[config.mk]
export PLATFORM = sky130hd
export DESIGN_NAME = edge_adj_builder_flat
export DESIGN_NICKNAME = d
export VERILOG_FILES = /design/src/rtl/dijkstra_pkg.sv /design/src/rtl/edge_adj_builder_if.sv /design/src/rtl/edge_adj_builder_adj_row.sv /design/src/rtl/edge_adj_builder.sv /design/src/flat_wrapper.sv
export SDC_FILE = /design/constraint.sdc
export NUM_CORES = 1
export LEC_CHECK = 0
export CAP_MARGIN = 5
export CORE_ASPECT_RATIO = 1.75
export CORE_MARGIN = 5
export CORE_UTILIZATION = 45
export CTS_BUF_LIST = sky130_fd_sc_hd__clkbuf_16
export DETAILED_ROUTE_END_ITERATION = 12
export GPL_TIMING_DRIVEN = 0
export SYNTH_ARGS = -nofsm -noshare
export SYNTH_HDL_FRONTEND = slang
export SYNTH_SLANG_ARGS = --single-unit
[constraint.sdc]
create_clock -name clk -period 5.1 [get_ports clk]
set_input_delay 1.53 -clock clk [delete_from_list [all_inputs] [get_ports clk]]
set_output_delay 1.53 -clock clk [all_outputs]
set_load 0.02 [all_outputs]
[src/rtl/dijkstra_pkg.sv]
`default_nettype none
// ============================================================================
// Package  : dijkstra_pkg
// Brief    : Shared widths, edge-word field offsets, error codes and builder
//            state encoding for the shortest-path engine.
// Revision : 1.0
// ============================================================================
package dijkstra_pkg;

    localparam int NODE_W  = 4;
    localparam int WGT_W   = 4;
    localparam int MAX_DEG = 8;
    localparam int DEG_W   = 4;

    localparam int EDGE_W     = 12;
    localparam int PARENT_LSB = 0;
    localparam int CHILD_LSB  = 4;
    localparam int WGT_LSB    = 8;

    localparam logic [1:0] ERR_NONE = 2'd0;
    localparam logic [1:0] ERR_NODE = 2'd1;
    localparam logic [1:0] ERR_DEG  = 2'd2;
    localparam logic [1:0] ERR_N    = 2'd3;

    typedef enum logic [2:0] {
        ST_IDLE  = 3'd0,
        ST_CLEAR = 3'd1,
        ST_LOAD  = 3'd2,
        ST_DONE  = 3'd3,
        ST_ERR   = 3'd4
    } state_t;

endpackage
`default_nettype wire

[src/rtl/edge_adj_builder_if.sv]
`default_nettype none
// ============================================================================
// Interface: edge_adj_builder_if
// Brief    : Valid/ready stream of packed {weight, child, parent} edge words.
// Revision : 1.0
// ============================================================================
interface edge_adj_builder_if;
    logic                            edge_valid;
    logic                            edge_ready;
    logic [dijkstra_pkg::EDGE_W-1:0] edge_data;

    modport master (output edge_valid, output edge_data, input edge_ready);
    modport slave  (input edge_valid, input edge_data, output edge_ready);
endinterface
`default_nettype wire

[src/rtl/edge_adj_builder_adj_row.sv]
`default_nettype none
// ============================================================================
// Module   : adj_row
// Brief    : One node's adjacency list: append-at-degree write, degree
//            counter and zero-filled indexed read.
// Revision : 1.0
// ============================================================================
module adj_row #(
    parameter int NODE_W  = 4,
    parameter int WGT_W   = 4,
    parameter int MAX_DEG = 8,
    parameter int DEG_W   = 4
) (
    input  logic              clk,
    input  logic              reset,
    input  logic              clr,
    input  logic              wr_en,
    input  logic [NODE_W-1:0] wr_nbr,
    input  logic [WGT_W-1:0]  wr_wgt,
    input  logic [DEG_W-1:0]  rd_idx,
    output logic [DEG_W-1:0]  deg,
    output logic [NODE_W-1:0] rd_nbr,
    output logic [WGT_W-1:0]  rd_wgt,
    output logic              rd_hit
);
    localparam int IDX_W = (MAX_DEG > 1) ? $clog2(MAX_DEG) : 1;

    logic [DEG_W-1:0]  r_deg;
    logic [NODE_W-1:0] r_nbr [MAX_DEG];
    logic [WGT_W-1:0]  r_wgt [MAX_DEG];

    always_ff @(posedge clk or negedge reset) begin
        if (!reset) begin
            r_deg <= '0;
        end else if (clr) begin
            r_deg <= '0;
        end else if (wr_en) begin
            r_deg <= r_deg + 1'b1;
        end
    end

    // Slots at or above the degree are never exposed, so storage needs no reset.
    always_ff @(posedge clk) begin
        if (wr_en) begin
            r_nbr[r_deg[IDX_W-1:0]] <= wr_nbr;
            r_wgt[r_deg[IDX_W-1:0]] <= wr_wgt;
        end
    end

    assign deg    = r_deg;
    assign rd_hit = (rd_idx < r_deg);
    assign rd_nbr = rd_hit ? r_nbr[rd_idx[IDX_W-1:0]] : '0;
    assign rd_wgt = rd_hit ? r_wgt[rd_idx[IDX_W-1:0]] : '0;

endmodule
`default_nettype wire

[src/rtl/edge_adj_builder.sv]
`default_nettype none
// ============================================================================
// Module   : edge_adj_builder
// Brief    : Validates a streamed edge list and builds per-node adjacency
//            tables with a registered random-access read port.
// Config   : ADJ_BUILDER_DIRECTED_EN - directed lists (default undirected)
// Revision : 1.0
// ============================================================================
module edge_adj_builder #(
    parameter int NODES   = 16,
    parameter int NODE_W  = dijkstra_pkg::NODE_W,
    parameter int WGT_W   = dijkstra_pkg::WGT_W,
    parameter int MAX_DEG = dijkstra_pkg::MAX_DEG,
    parameter int DEG_W   = dijkstra_pkg::DEG_W
) (
    input  logic                    clk,
    input  logic                    reset,
    input  logic                    start,
    input  logic [NODE_W:0]         n,
    input  logic [7:0]              e,
    edge_adj_builder_if.slave       edge_if,
    output logic                    busy,
    output logic                    done,
    output logic                    tables_valid,
    output logic                    err,
    output logic [1:0]              err_code,
    input  logic [NODE_W-1:0]       rd_node,
    input  logic [DEG_W-1:0]        rd_idx,
    output logic [NODE_W-1:0]       rd_nbr,
    output logic [WGT_W-1:0]        rd_wgt,
    output logic [DEG_W-1:0]        rd_deg,
    output logic                    rd_hit
);
    import dijkstra_pkg::*;

    localparam logic [NODE_W:0]  c_nodes   = (NODE_W+1)'(NODES);
    localparam logic [DEG_W-1:0] c_max_deg = DEG_W'(MAX_DEG);

    state_t            r_state, w_state_nx;
    logic [NODE_W:0]   r_n;
    logic [7:0]        r_e, r_cnt, w_cnt_nx;
    logic              r_done;
    logic [1:0]        r_err_code, w_err_code_nx;
    logic              w_latch, w_clr, w_wr_ok, w_accept;
    logic              w_range_bad, w_ovf, w_store;
    logic [NODE_W-1:0] w_parent, w_child;
    logic [WGT_W-1:0]  w_wgt;

    logic [DEG_W-1:0]  w_deg     [NODES];
    logic [NODE_W-1:0] w_row_nbr [NODES];
    logic [WGT_W-1:0]  w_row_wgt [NODES];
    logic              w_row_hit [NODES];

    assign w_parent    = edge_if.edge_data[PARENT_LSB +: NODE_W];
    assign w_child     = edge_if.edge_data[CHILD_LSB  +: NODE_W];
    assign w_wgt       = edge_if.edge_data[WGT_LSB    +: WGT_W];
    assign w_range_bad = ({1'b0, w_parent} >= r_n) || ({1'b0, w_child} >= r_n);
    assign w_cnt_nx    = r_cnt + 8'd1;

`ifdef ADJ_BUILDER_DIRECTED_EN
    assign w_ovf   = (w_deg[w_parent] == c_max_deg);
    assign w_store = 1'b1;
`else
    // A self-loop is counted but never stored, so it cannot overflow a list.
    logic w_self;
    assign w_self  = (w_parent == w_child);
    assign w_ovf   = !w_self && ((w_deg[w_parent] == c_max_deg) ||
                                 (w_deg[w_child]  == c_max_deg));
    assign w_store = !w_self;
`endif

    always_comb begin
        w_state_nx    = r_state;
        w_err_code_nx = r_err_code;
        w_latch       = 1'b0;
        w_clr         = 1'b0;
        w_wr_ok       = 1'b0;
        w_accept      = 1'b0;
        case (r_state)
            ST_IDLE, ST_DONE, ST_ERR: begin
                if (start) begin
                    w_latch = 1'b1;
                    if ((n == '0) || (n > c_nodes)) begin
                        w_state_nx    = ST_ERR;
                        w_err_code_nx = ERR_N;
                    end else begin
                        w_state_nx    = ST_CLEAR;
                        w_err_code_nx = ERR_NONE;
                    end
                end
            end
            ST_CLEAR: begin
                w_clr      = 1'b1;
                w_state_nx = (r_e == 8'd0) ? ST_DONE : ST_LOAD;
            end
            ST_LOAD: begin
                if (edge_if.edge_valid) begin
                    if (w_range_bad) begin
                        w_state_nx    = ST_ERR;
                        w_err_code_nx = ERR_NODE;
                    end else if (w_ovf) begin
                        w_state_nx    = ST_ERR;
                        w_err_code_nx = ERR_DEG;
                    end else begin
                        w_wr_ok  = w_store;
                        w_accept = 1'b1;
                        if (w_cnt_nx == r_e) begin
                            w_state_nx = ST_DONE;
                        end
                    end
                end
            end
            default: w_state_nx = ST_IDLE;
        endcase
    end

    always_ff @(posedge clk or negedge reset) begin
        if (!reset) begin
            r_state    <= ST_IDLE;
            r_n        <= '0;
            r_e        <= '0;
            r_cnt      <= '0;
            r_done     <= 1'b0;
            r_err_code <= ERR_NONE;
        end else begin
            r_state    <= w_state_nx;
            r_err_code <= w_err_code_nx;
            r_done     <= (w_state_nx == ST_DONE) && (r_state != ST_DONE);
            if (w_latch) begin
                r_n <= n;
                r_e <= e;
            end
            if (w_clr) begin
                r_cnt <= '0;
            end else if (w_accept) begin
                r_cnt <= w_cnt_nx;
            end
        end
    end

    assign edge_if.edge_ready = (r_state == ST_LOAD);
    assign busy               = (r_state == ST_CLEAR) || (r_state == ST_LOAD);
    assign tables_valid       = (r_state == ST_DONE);
    assign err                = (r_state == ST_ERR);
    assign err_code           = r_err_code;
    assign done               = r_done;

    for (genvar gi = 0; gi < NODES; gi++) begin : g_row
        logic              w_is_parent, w_we;
        logic [NODE_W-1:0] w_wr_nbr;
        assign w_is_parent = (w_parent == NODE_W'(gi));
`ifdef ADJ_BUILDER_DIRECTED_EN
        assign w_we     = w_wr_ok && w_is_parent;
        assign w_wr_nbr = w_child;
`else
        assign w_we     = w_wr_ok && (w_is_parent || (w_child == NODE_W'(gi)));
        assign w_wr_nbr = w_is_parent ? w_child : w_parent;
`endif
        adj_row #(
            .NODE_W (NODE_W),
            .WGT_W  (WGT_W),
            .MAX_DEG(MAX_DEG),
            .DEG_W  (DEG_W)
        ) u_row (
            .clk   (clk),
            .reset (reset),
            .clr   (w_clr),
            .wr_en (w_we),
            .wr_nbr(w_wr_nbr),
            .wr_wgt(w_wgt),
            .rd_idx(rd_idx),
            .deg   (w_deg[gi]),
            .rd_nbr(w_row_nbr[gi]),
            .rd_wgt(w_row_wgt[gi]),
            .rd_hit(w_row_hit[gi])
        );
    end

    always_ff @(posedge clk or negedge reset) begin
        if (!reset) begin
            rd_nbr <= '0;
            rd_wgt <= '0;
            rd_deg <= '0;
            rd_hit <= 1'b0;
        end else if ({1'b0, rd_node} < c_nodes) begin
            rd_nbr <= w_row_nbr[rd_node];
            rd_wgt <= w_row_wgt[rd_node];
            rd_deg <= w_deg[rd_node];
            rd_hit <= w_row_hit[rd_node];
        end else begin
            rd_nbr <= '0;
            rd_wgt <= '0;
            rd_deg <= '0;
            rd_hit <= 1'b0;
        end
    end

endmodule
`default_nettype wire

[src/flat_wrapper.sv]
// flat-port wrapper written by rule: the top's interface ports become plain ports
module edge_adj_builder_flat import dijkstra_pkg::*;
#(
    parameter int NODES   = 16,
    parameter int NODE_W  = dijkstra_pkg::NODE_W,
    parameter int WGT_W   = dijkstra_pkg::WGT_W,
    parameter int MAX_DEG = dijkstra_pkg::MAX_DEG,
    parameter int DEG_W   = dijkstra_pkg::DEG_W
)
  (clk, reset, start, n, e, busy, done, tables_valid, err, err_code, rd_node, rd_idx, rd_nbr, rd_wgt, rd_deg, rd_hit, edge_if_edge_valid, edge_if_edge_data, edge_if_edge_ready);
  edge_adj_builder_if edge_if_i ();
  input  logic clk;
  input  logic reset;
  input  logic start;
  input  logic [NODE_W:0] n;
  input  logic [7:0] e;
  output logic busy;
  output logic done;
  output logic tables_valid;
  output logic err;
  output logic [1:0] err_code;
  input  logic [NODE_W-1:0] rd_node;
  input  logic [DEG_W-1:0] rd_idx;
  output logic [NODE_W-1:0] rd_nbr;
  output logic [WGT_W-1:0] rd_wgt;
  output logic [DEG_W-1:0] rd_deg;
  output logic rd_hit;
  input wire logic [$bits(edge_if_i.edge_valid)-1:0] edge_if_edge_valid;
  input wire logic [$bits(edge_if_i.edge_data)-1:0] edge_if_edge_data;
  output wire logic [$bits(edge_if_i.edge_ready)-1:0] edge_if_edge_ready;
  assign edge_if_i.edge_valid = edge_if_edge_valid;
  assign edge_if_i.edge_data = edge_if_edge_data;
  assign edge_if_edge_ready = edge_if_i.edge_ready;
  edge_adj_builder #(.NODES(NODES), .NODE_W(NODE_W), .WGT_W(WGT_W), .MAX_DEG(MAX_DEG), .DEG_W(DEG_W)) u_core (.clk(clk), .reset(reset), .start(start), .n(n), .e(e), .edge_if(edge_if_i), .busy(busy), .done(done), .tables_valid(tables_valid), .err(err), .err_code(err_code), .rd_node(rd_node), .rd_idx(rd_idx), .rd_nbr(rd_nbr), .rd_wgt(rd_wgt), .rd_deg(rd_deg), .rd_hit(rd_hit));
endmodule
==> metrics.md, run 1 <==
| Metric | Value |
|---|---|
| Peak VDD IR | `~0.26 mV` |
| Critical path's largest stage delay | `around 0.84 ns` |
| Grt ovf | `0` |
| Critical Path Fanout Max | `10` |
| Area after DPL | `between 50000 and 60000 µm²` |
| Residual DRC count | `0` |
| Final worst slack | `-0.102 ns` |
| Clock sink count | `1128` |
| Slew headroom | `under 10%` |
| Syn Area/Cell | `between 15 and 20 µm²` |
| Status | `finished with violations` |
| Yosys reg bits | `between 1000 and 1500` |
| Clock buffer depth | `3` |
| Synth unique cells | `77` |
| Slew Limit Fails | `0` |
| Crit-path leading delay family | `buffers and inverters` |
| Antenna violations before repair | `4` |
| Row cnt | `160` |
| CTS Hold Bufs | `0` |
| 1st-pass router iterations | `6` |
| Seq pwr share | `between 40% and 50%` |
| Antenna Nets Post-Route | `0` |
| CP cell instances | `clkdlybuf4s50_1 -> buf_1 -> clkbuf_1 -> nand3b_1 -> o22ai_1 -> o21ai_0 -> o221ai_1` |
| Worst slew pin tran | `1.36 ns` |
| Vias | `~28000` |
| Crit path DAT | `approximately 5.8 ns` |
| Sw frac | `25.5%` |
| Synthesis-to-layout area growth | `19.2%` |
| CTS tree | `yes` |
| Clock Skew | `approximately 0.044 ns` |
| Final Setup Violations | `34` |
| RSZ-0062 raised after global routing | `false` |
| Cts bufs inserted | `99` |
| Vias in the first global route | `approximately 30000` |
| Total track usage | `roughly 27%` |
| Die height | `between 400 and 500 µm` |
| Dpl hpwl | `~110000 µm` |
| IO Pins | `57` |
| Post-synth EDFFs | `a little over 1000` |
| First-pass GRT wire length | `approximately 220000 µm` |
| Initial core utilization | `45.1%` |
| RD Place Congestion | `roughly 1.1` |
| CTS H-tree lvls | `3` |
| CP Depth | `7` |
| WL final | `approximately 150000 µm` |
| CP Launch Type | `input port` |
| Hold/Removal Path Class | `reg -> reg` |
| Largest net degree at the start of global routing | `83` |
| Area of the mapped netlist | `between 40000 and 50000 µm²` |
| Final Cell Area | `a little under 60000 µm²` |
| Skew-Pair Late Insertion Delay | `around 0.74 ns` |
| Min Tclk post-route | `5.20 ns` |
| Core Footprint | `~110000 µm²` |
| Buffers plus inverters on the worst setup path | `3` |
| Pre-CTS setup slack | `-2.27 ns` |
| Via/cell ratio | `6.10` |
| Hold path depth | `1` |
| Tcrit/Tclk final | `102%` |
| Syn Inst Count | `2742` |
| Initial drt markers | `~2400` |
| Sw power | `~5.4 mW` |
| Clock network power share | `37.4%` |
| Nets@finish | `around 3100` |
| Clk root buf | `clkbuf_16` |
| Combinational share of power | `12.9%` |
| Drt wl/cell | `about 34 µm` |
| Share of layout cells above drive strength 1 | `about 28%` |
| Peak Freq | `about 0.19 GHz` |
| Full die area | `around 120000 µm²` |
| PD cells | `361 nW/µm²` |
| Reg2reg path depth | `10` |
| Crit. End Element | `flip-flop` |
| Syn_nets | `between 2000 and 3000` |
| I/O Buffers | `between 50 and 60` |
| Main flop type after synthesis | `edfxtp_1` |
| Critical Path RT | `between 5 and 6 ns` |
| Die W | `roughly 260 µm` |
| Yosys warns | `0` |
| Async S/R FF share, synth | `a little under a tenth` |
| Max-Cap Viols | `0` |
| Seq/Total Area, Yosys | `68.3%` |
| Final Hold Viols | `0` |
| Leak pwr | `around 19 nW` |
| Crit Path Category | `in -> reg` |
| Clock slew at reported path FFs | `0.06 ns` |
| Failing checks | `setup timing` |
| CP max stage cell | `o22ai_1` |
| Internal power | `between 15 and 20 mW` |
power by group through the flow:
stage / Sequential, mW / Combinational (mW) / Clock [mW]
6_report: 10.4 / 2.71 / 7.85
4_1_cts: 10.4 / 2.67 / 7.98
3_5_place_dp: 10.6 / 2.51 / 0
5_1_grt: 10.5 / 2.84 / 8.35
2_1_floorplan: 10.6 / 1.44 / 0
3_3_place_gp: 10.7 / 2.43 / 0
cell usage after synthesis, drive strengths merged, types with 3 or more instances:
cell    instances  area, µm²
xnor2          45        394
and3            6       37.5
o22a            8       70.1
mux2           46        518
a311oi          4       35.0
or3             6       47.5
a221o           8       80.1
o22ai          17        106
buf            72        358
nand3          55        320
ha             73        913
dfrtp         104       2600
o221ai         32        280
a22oi           6       45.0
nand3b          5       37.5
edfxtp       1024      30700
nor3           74        375
clkbuf        115        432
o31ai           8       65.1
nor3b           9       67.6
mux2i         111       1110
o211ai          8       60.1
a211oi          3       35.0
nand2          88        330
a22o            7       61.3
inv            65        244
xor2           14        123
nand2b         34        213
o21ai          45        229
a32oi          10       87.6
a31o           14        123
nor2b          24        150
a21o           27        203
a21boi         24        180
o311ai          4       35.0
nand4           5       31.3
nor4b          14        179
nor4           38        282
a21oi          45        225
and2            6       37.5
and4            5       43.8
mux4          292       6580
a221oi          9       78.8
or3b            4       35.0
nor2          104        395
per-layer routing:
metal / up-vias / global-route usage [%] / share of wire [%]
met1: 14600 / 28.8 / 33
met5: - / 0 / 0
li1: 11700 / - / -
met4: 0 / 19.3 / 9.2
met2: 1070 / 47.6 / 52
met3: 471 / 4.70 / 5.5
layout by cell type (no fill, tap or decap), types with 9 or more instances in the layout:
| cell type | Yosys | final |
|---|---|---|
| edfxtp_1 | 1024 | 1024 |
| nor4_4 | 0 | 31 |
| nor4b_4 | 0 | 9 |
| ha_1 | 73 | 73 |
| nand3_2 | 9 | 10 |
| xnor2_1 | 45 | 45 |
| clkbuf_1 | 115 | 95 |
| nor3_4 | 0 | 47 |
| buf_4 | 4 | 38 |
| mux4_2 | 292 | 292 |
| mux2i_1 | 111 | 111 |
| buf_2 | 34 | 30 |
| nor3_1 | 73 | 22 |
| a21o_1 | 27 | 27 |
| clkbuf_16 | 0 | 104 |
| inv_1 | 65 | 84 |
| nand2b_1 | 34 | 33 |
| buf_1 | 30 | 22 |
| nand2_1 | 88 | 87 |
| buf_12 | 0 | 81 |
| clkdlybuf4s50_1 | 0 | 45 |
| o21ai_0 | 42 | 42 |
| clkinv_2 | 0 | 18 |
| clkinv_1 | 0 | 16 |
| o221ai_1 | 32 | 32 |
| clkbuf_2 | 0 | 15 |
| buf_6 | 4 | 10 |
| a21boi_0 | 24 | 24 |
| nor2b_1 | 24 | 24 |
| a31o_2 | 14 | 14 |
| nand3_1 | 46 | 38 |
| mux2_2 | 46 | 46 |
| o22ai_1 | 17 | 17 |
| a21oi_1 | 45 | 45 |
| dfrtp_1 | 104 | 104 |
| nor2_4 | 0 | 21 |
| xor2_1 | 14 | 14 |
| nor2_1 | 102 | 76 |
| bufinv_16 | 0 | 15 |
sequential cells by signal (all words and copies together), names as in the netlist:
name and flops:
u_core.g_row.u_row.r_wgt 512, u_core.g_row.u_row.r_nbr 512, u_core.r_state 3, u_core.rd_nbr 4
u_core.g_row.u_row.deg 64, u_core.err_code 2, u_core.r_n 5, u_core.rd_wgt 4
u_core.rd_deg 4, u_core.rd_hit 1, u_core.done 1, u_core.r_cnt 8
u_core.r_e 8
final cells by class:
cell class	instances	area, µm²
fill	8416	50100
inverter	65	244
buffer	186	911
timing repair buffer	170	2540
clock buffer	104	2600
sequential	1128	33400
clock inverter	78	785
tap	1458	1820
multi-input combinational	1362	15900
antenna	6	15.0
logic make-up (layout without fill, tap and decap cells):
logic type      after synthesis  in the layout  synth area share [%]
flops                      1128           1128                  68.3
simple gates                485            485                  5.43
mux                         449            449                  16.8
compound gates              296            296                  4.44
buf+inv                     252            603                  2.12
fa+ha+maj                    73             73                  1.87
xor+xnor                     59             59                  1.06
other cells                   0              6                     0
metrics by stage:
step	utilization, %	instances	setup TNS, ns	hold WS (ns)	total power, mW
3_5_place_dp	48.2	4271	-2009.68	0.509	13.1
6_report	53.7	4557	-0.830	0.519	21.0
2_1_floorplan	-	2742	-5.13	0.479	12.0
3_3_place_gp	47.9	4252	-2755.04	0.493	13.1
5_1_grt	53.7	4553	0	0.533	21.6
4_1_cts	53.6	4547	-1.35	0.524	21.1
path summary, 6_finish.rpt:
check,start,slack [ns],to
worst max-delay path,rd_node[0],-0.10,u_core.rd_nbr[3]
min in group asynchronous,reset,0.66,u_core.err_code[1]
worst min register to register,u_core.r_n[1],0.52,u_core.r_n[1]
worst max register to register,u_core.g_row[14].u_row.deg[2],0.83,u_core.g_row[6].u_row.r_wgt[2][0]
max in group asynchronous,reset,3.65,u_core.g_row[15].u_row.deg[2]
worst min-delay path,u_core.r_n[1],0.52,u_core.r_n[1]
repair_timing:
action	in CTS	in global routing
gates resized for setup	169	21
endpoints found under the setup margin	1086	962
buffers inserted	95	3
pin swaps	85	4
No activity file was read; power rests on OpenSTA's default activity.
==> run 2, diff against run 1 <==
--- a/config.mk
+++ b/config.mk
@@ -10,8 +10,10 @@
 export CORE_MARGIN = 5
 export CORE_UTILIZATION = 45
 export CTS_BUF_LIST = sky130_fd_sc_hd__clkbuf_16
+export CTS_CLUSTER_DIAMETER = 150
 export DETAILED_ROUTE_END_ITERATION = 12
 export GPL_TIMING_DRIVEN = 0
+export MAX_ROUTING_LAYER = met4
 export SYNTH_ARGS = -nofsm -noshare
 export SYNTH_HDL_FRONTEND = slang
 export SYNTH_SLANG_ARGS = --single-unit
==> metrics.md, run 2 (same netlist as run 1, synthesis figures left out) <==
| Metric | Value |
|---|---|
| Skew-Pair Late Insertion Delay | `0.74 ns (about the same)` |
| PD cells | `356 nW/µm² (was 361 nW/µm²)` |
| Clock buffer depth | `3 (unchanged)` |
| Top Layer Used | `met4 (unchanged)` |
| Reg2reg path depth | `10 (unchanged)` |
| Critical Path RT | `5.68 ns (was 5.71 ns)` |
| Tot Pwr | `20.5 mW (was 21.0 mW)` |
| Clock slew at reported path FFs | `0.07 ns (was 0.06 ns)` |
| Peak VDD IR | `0.252 mV (was 0.263 mV)` |
| Worst r2r src | `u_core.g_row[6].u_row.deg[1] (was u_core.g_row[14].u_row.deg[2])` |
| Met3 routed WL | `7120 µm (was 8540 µm)` |
| Final Hold Viols | `0 (unchanged)` |
| Min Tclk post-route | `5.28 ns (was 5.20 ns)` |
| Initial drt markers | `2623 (was 2431)` |
| RD Place Congestion | `1.05 (was 1.07)` |
| Slew headroom | `5.81% (was 8.80%)` |
| I/O Buffers | `52 (unchanged)` |
| Drt wl/cell | `33.8 µm (was 34.0 µm)` |
| Synthesis-to-layout area growth | `17.9% (was 19.2%)` |
| Core Footprint | `108000 µm² (unchanged)` |
| Capturing point of the worst reg2reg path | `u_core.rd_hit (was u_core.g_row[6].u_row.r_wgt[2][0])` |
| Hold EP | `u_core.r_n[1] (unchanged)` |
| Crit Path Category | `in -> reg (unchanged)` |
| CTS tree | `yes (unchanged)` |
| Final worst slack | `-0.182 ns (was -0.102 ns)` |
| Via/cell ratio | `6.15 (was 6.10)` |
| Metal2 WL | `80600 µm (was 80900 µm)` |
| Vias | `28000 (was 27800)` |
| Internal power | `15.2 mW (was 15.7 mW)` |
| CP cell instances | `buf_2 -> clkbuf_1 -> clkdlybuf4s15_1 -> mux2_2 -> a221oi_1 -> a21oi_1 -> a32oi_2 -> o221ai_1 (was clkdlybuf4s50_1 -> buf_1 -> clkbuf_1 -> nand3b_1 -> o22ai_1 -> o21ai_0 -> o221ai_1)` |
| Peak Freq | `0.189 GHz (was 0.192 GHz)` |
| Share of layout cells above drive strength 1 | `27.7% (was 28.0%)` |
| 1st-pass router iterations | `5 (was 6)` |
| Residual DRC count | `0 (unchanged)` |
| Row cnt | `160 (unchanged)` |
| Sw frac | `25.9% (was 25.5%)` |
| CP max stage cell | `clkdlybuf4s15_1 (was o22ai_1)` |
| Status | `finished with violations (unchanged)` |
| WL final | `154000 µm (was 155000 µm)` |
| Post-layout util | `53.2% (was 53.7%)` |
| Largest net degree at the start of global routing | `86 (was 83)` |
| Critical path's largest stage delay | `1.02 ns (was 0.84 ns)` |
| CP Launch Point | `rd_idx[1] (was rd_node[0])` |
| Crit path DAT | `5.86 ns (was 5.81 ns)` |
| Failing checks | `setup timing (unchanged)` |
| Cts bufs inserted | `100 (was 99)` |
| IO Pins | `57 (unchanged)` |
| Hold/Removal Path Class | `reg -> reg (unchanged)` |
| Seq pwr share | `51.0% (was 49.7%)` |
| CP Launch Type | `input port (unchanged)` |
| First-pass GRT wire length | `217000 µm (was 219000 µm)` |
| Leading cell types in the layout, fill and taps excluded | `edfxtp_1 (1024), mux4_2 (292), mux2i_1 (111), dfrtp_1 (104), clkbuf_16 (101) (was edfxtp_1 (1024), mux4_2 (292), mux2i_1 (111), clkbuf_16 (104), dfrtp_1 (104))` |
| Clock sink count | `1128 (unchanged)` |
| Worst slew pin tran | `1.41 ns (was 1.36 ns)` |
| Antenna violations before repair | `4 (unchanged)` |
| Nets@finish | `3122 (unchanged)` |
| Final setup TNS | `-0.564 ns (was -0.830 ns)` |
| Grt ovf | `0 (unchanged)` |
| Max-Cap Viols | `0 (unchanged)` |
| Combinational share of power | `13.1% (was 12.9%)` |
| Final Setup Violations | `9 (was 34)` |
| Total track usage | `27.4% (was 26.9%)` |
| Die W | `259 µm (unchanged)` |
| Hold path depth | `1 (unchanged)` |
| Hold_sp | `u_core.r_n[1] (unchanged)` |
| Die height | `446 µm (unchanged)` |
| Clk root buf | `clkbuf_16 (unchanged)` |
| R2r setup slk | `0.86 ns (was 0.83 ns)` |
| Tcrit/Tclk final | `104% (was 102%)` |
| Initial core utilization | `45.1% (unchanged)` |
| Slew Limit Fails | `0 (unchanged)` |
| Layout Cells excl Fill | `4555 (was 4557)` |
| Vias in the first global route | `29400 (was 29700)` |
| Commonest non-fill, non-tap cell in the layout | `edfxtp_1 (unchanged)` |
| Sw power | `5.30 mW (was 5.37 mW)` |
| Pre-CTS setup slack | `-2.34 ns (was -2.27 ns)` |
| Dpl hpwl | `112000 µm (was 113000 µm)` |
| Met1 wire length | `53000 µm (was 51200 µm)` |
| Antenna Nets Post-Route | `0 (unchanged)` |
| Crit. End Element | `flip-flop (unchanged)` |
| Dpl cells | `4274 (was 4271)` |
| Critical Path Fanout Max | `18 (was 10)` |
| Leak pwr | `18.7 nW (was 18.8 nW)` |
| Full die area | `115000 µm² (unchanged)` |
| Clock network power share | `35.9% (was 37.4%)` |
| Clock Skew | `0.0413 ns (was 0.0436 ns)` |
| RSZ-0062 raised after global routing | `true (was false)` |
| CTS H-tree lvls | `3 (unchanged)` |
-- run 2: worst max path at each step --
stage	cells past startpoint	to	slack (ns)
finish	8	u_core.rd_wgt[0]	-0.18
global route	15	u_core.g_row[7].u_row.r_nbr[3][2]	-0.002
CTS	16	u_core.g_row[4].u_row.r_wgt[5][2]	0.008
detailed placement	10	u_core.rd_wgt[2]	-2.34
global placement	8	u_core.rd_wgt[2]	-3.31
floorplan	14	u_core.g_row[4].u_row.r_nbr[4][0]	-0.06
-- run 2: power by group through the flow --
| stage | logic [mW] | clock network (mW) | registers, mW |
|---|---|---|---|
| global route | 2.80 | 7.85 | 10.5 |
| floorplan | 1.44 | 0 | 10.6 |
| finish | 2.68 | 7.36 | 10.4 |
| CTS | 2.64 | 7.49 | 10.4 |
| global placement | 2.43 | 0 | 10.7 |
| detailed placement | 2.51 | 0 | 10.6 |
-- run 2: layout make-up --
cell class | instances | area [µm²]
Antenna cell | 4 | 10.0
Buffer | 186 | 900
Clock buffer | 101 | 2530
Clock inverter | 82 | 596
Fill cell | 8579 | 50700
Inverter | 65 | 244
Multi-Input combinational cell | 1362 | 15900
Sequential cell | 1128 | 33400
Tap cell | 1458 | 1820
Timing Repair Buffer | 169 | 2270
-- run 2: metrics by stage --
step	instance area [µm²]	hold slack, ns
4_1_cts	57300	0.512
5_1_grt	57600	0.544
3_5_place_dp	52200	0.498
6_report	57600	0.511
2_1_floorplan	49500	0.479
3_3_place_gp	51800	0.495
-- run 2: per-layer routing --
layer / vias up / global-route usage (%)
met3: 417 / 3.52
li1: 11700 / -
met2: 1079 / 47.2
met5: - / -
met4: 0 / 18.2
met1: 14900 / 29.7
-- run 2: what timing repair did --
item,CTS,global route
hold buffers,0,0
pin swaps,74,9
endpoints found under the setup margin,1082,827
resized for setup,155,26
setup buffers,85,8
-- run 2: critical path: cells and delay by family --
| kind | cells | cell delay, ns |
|---|---|---|
| buffers and inverters | 3 | 2.18 |
| AO/OA/AOI/OAI | 4 | 1.68 |
| multiplexers | 1 | 0.44 |
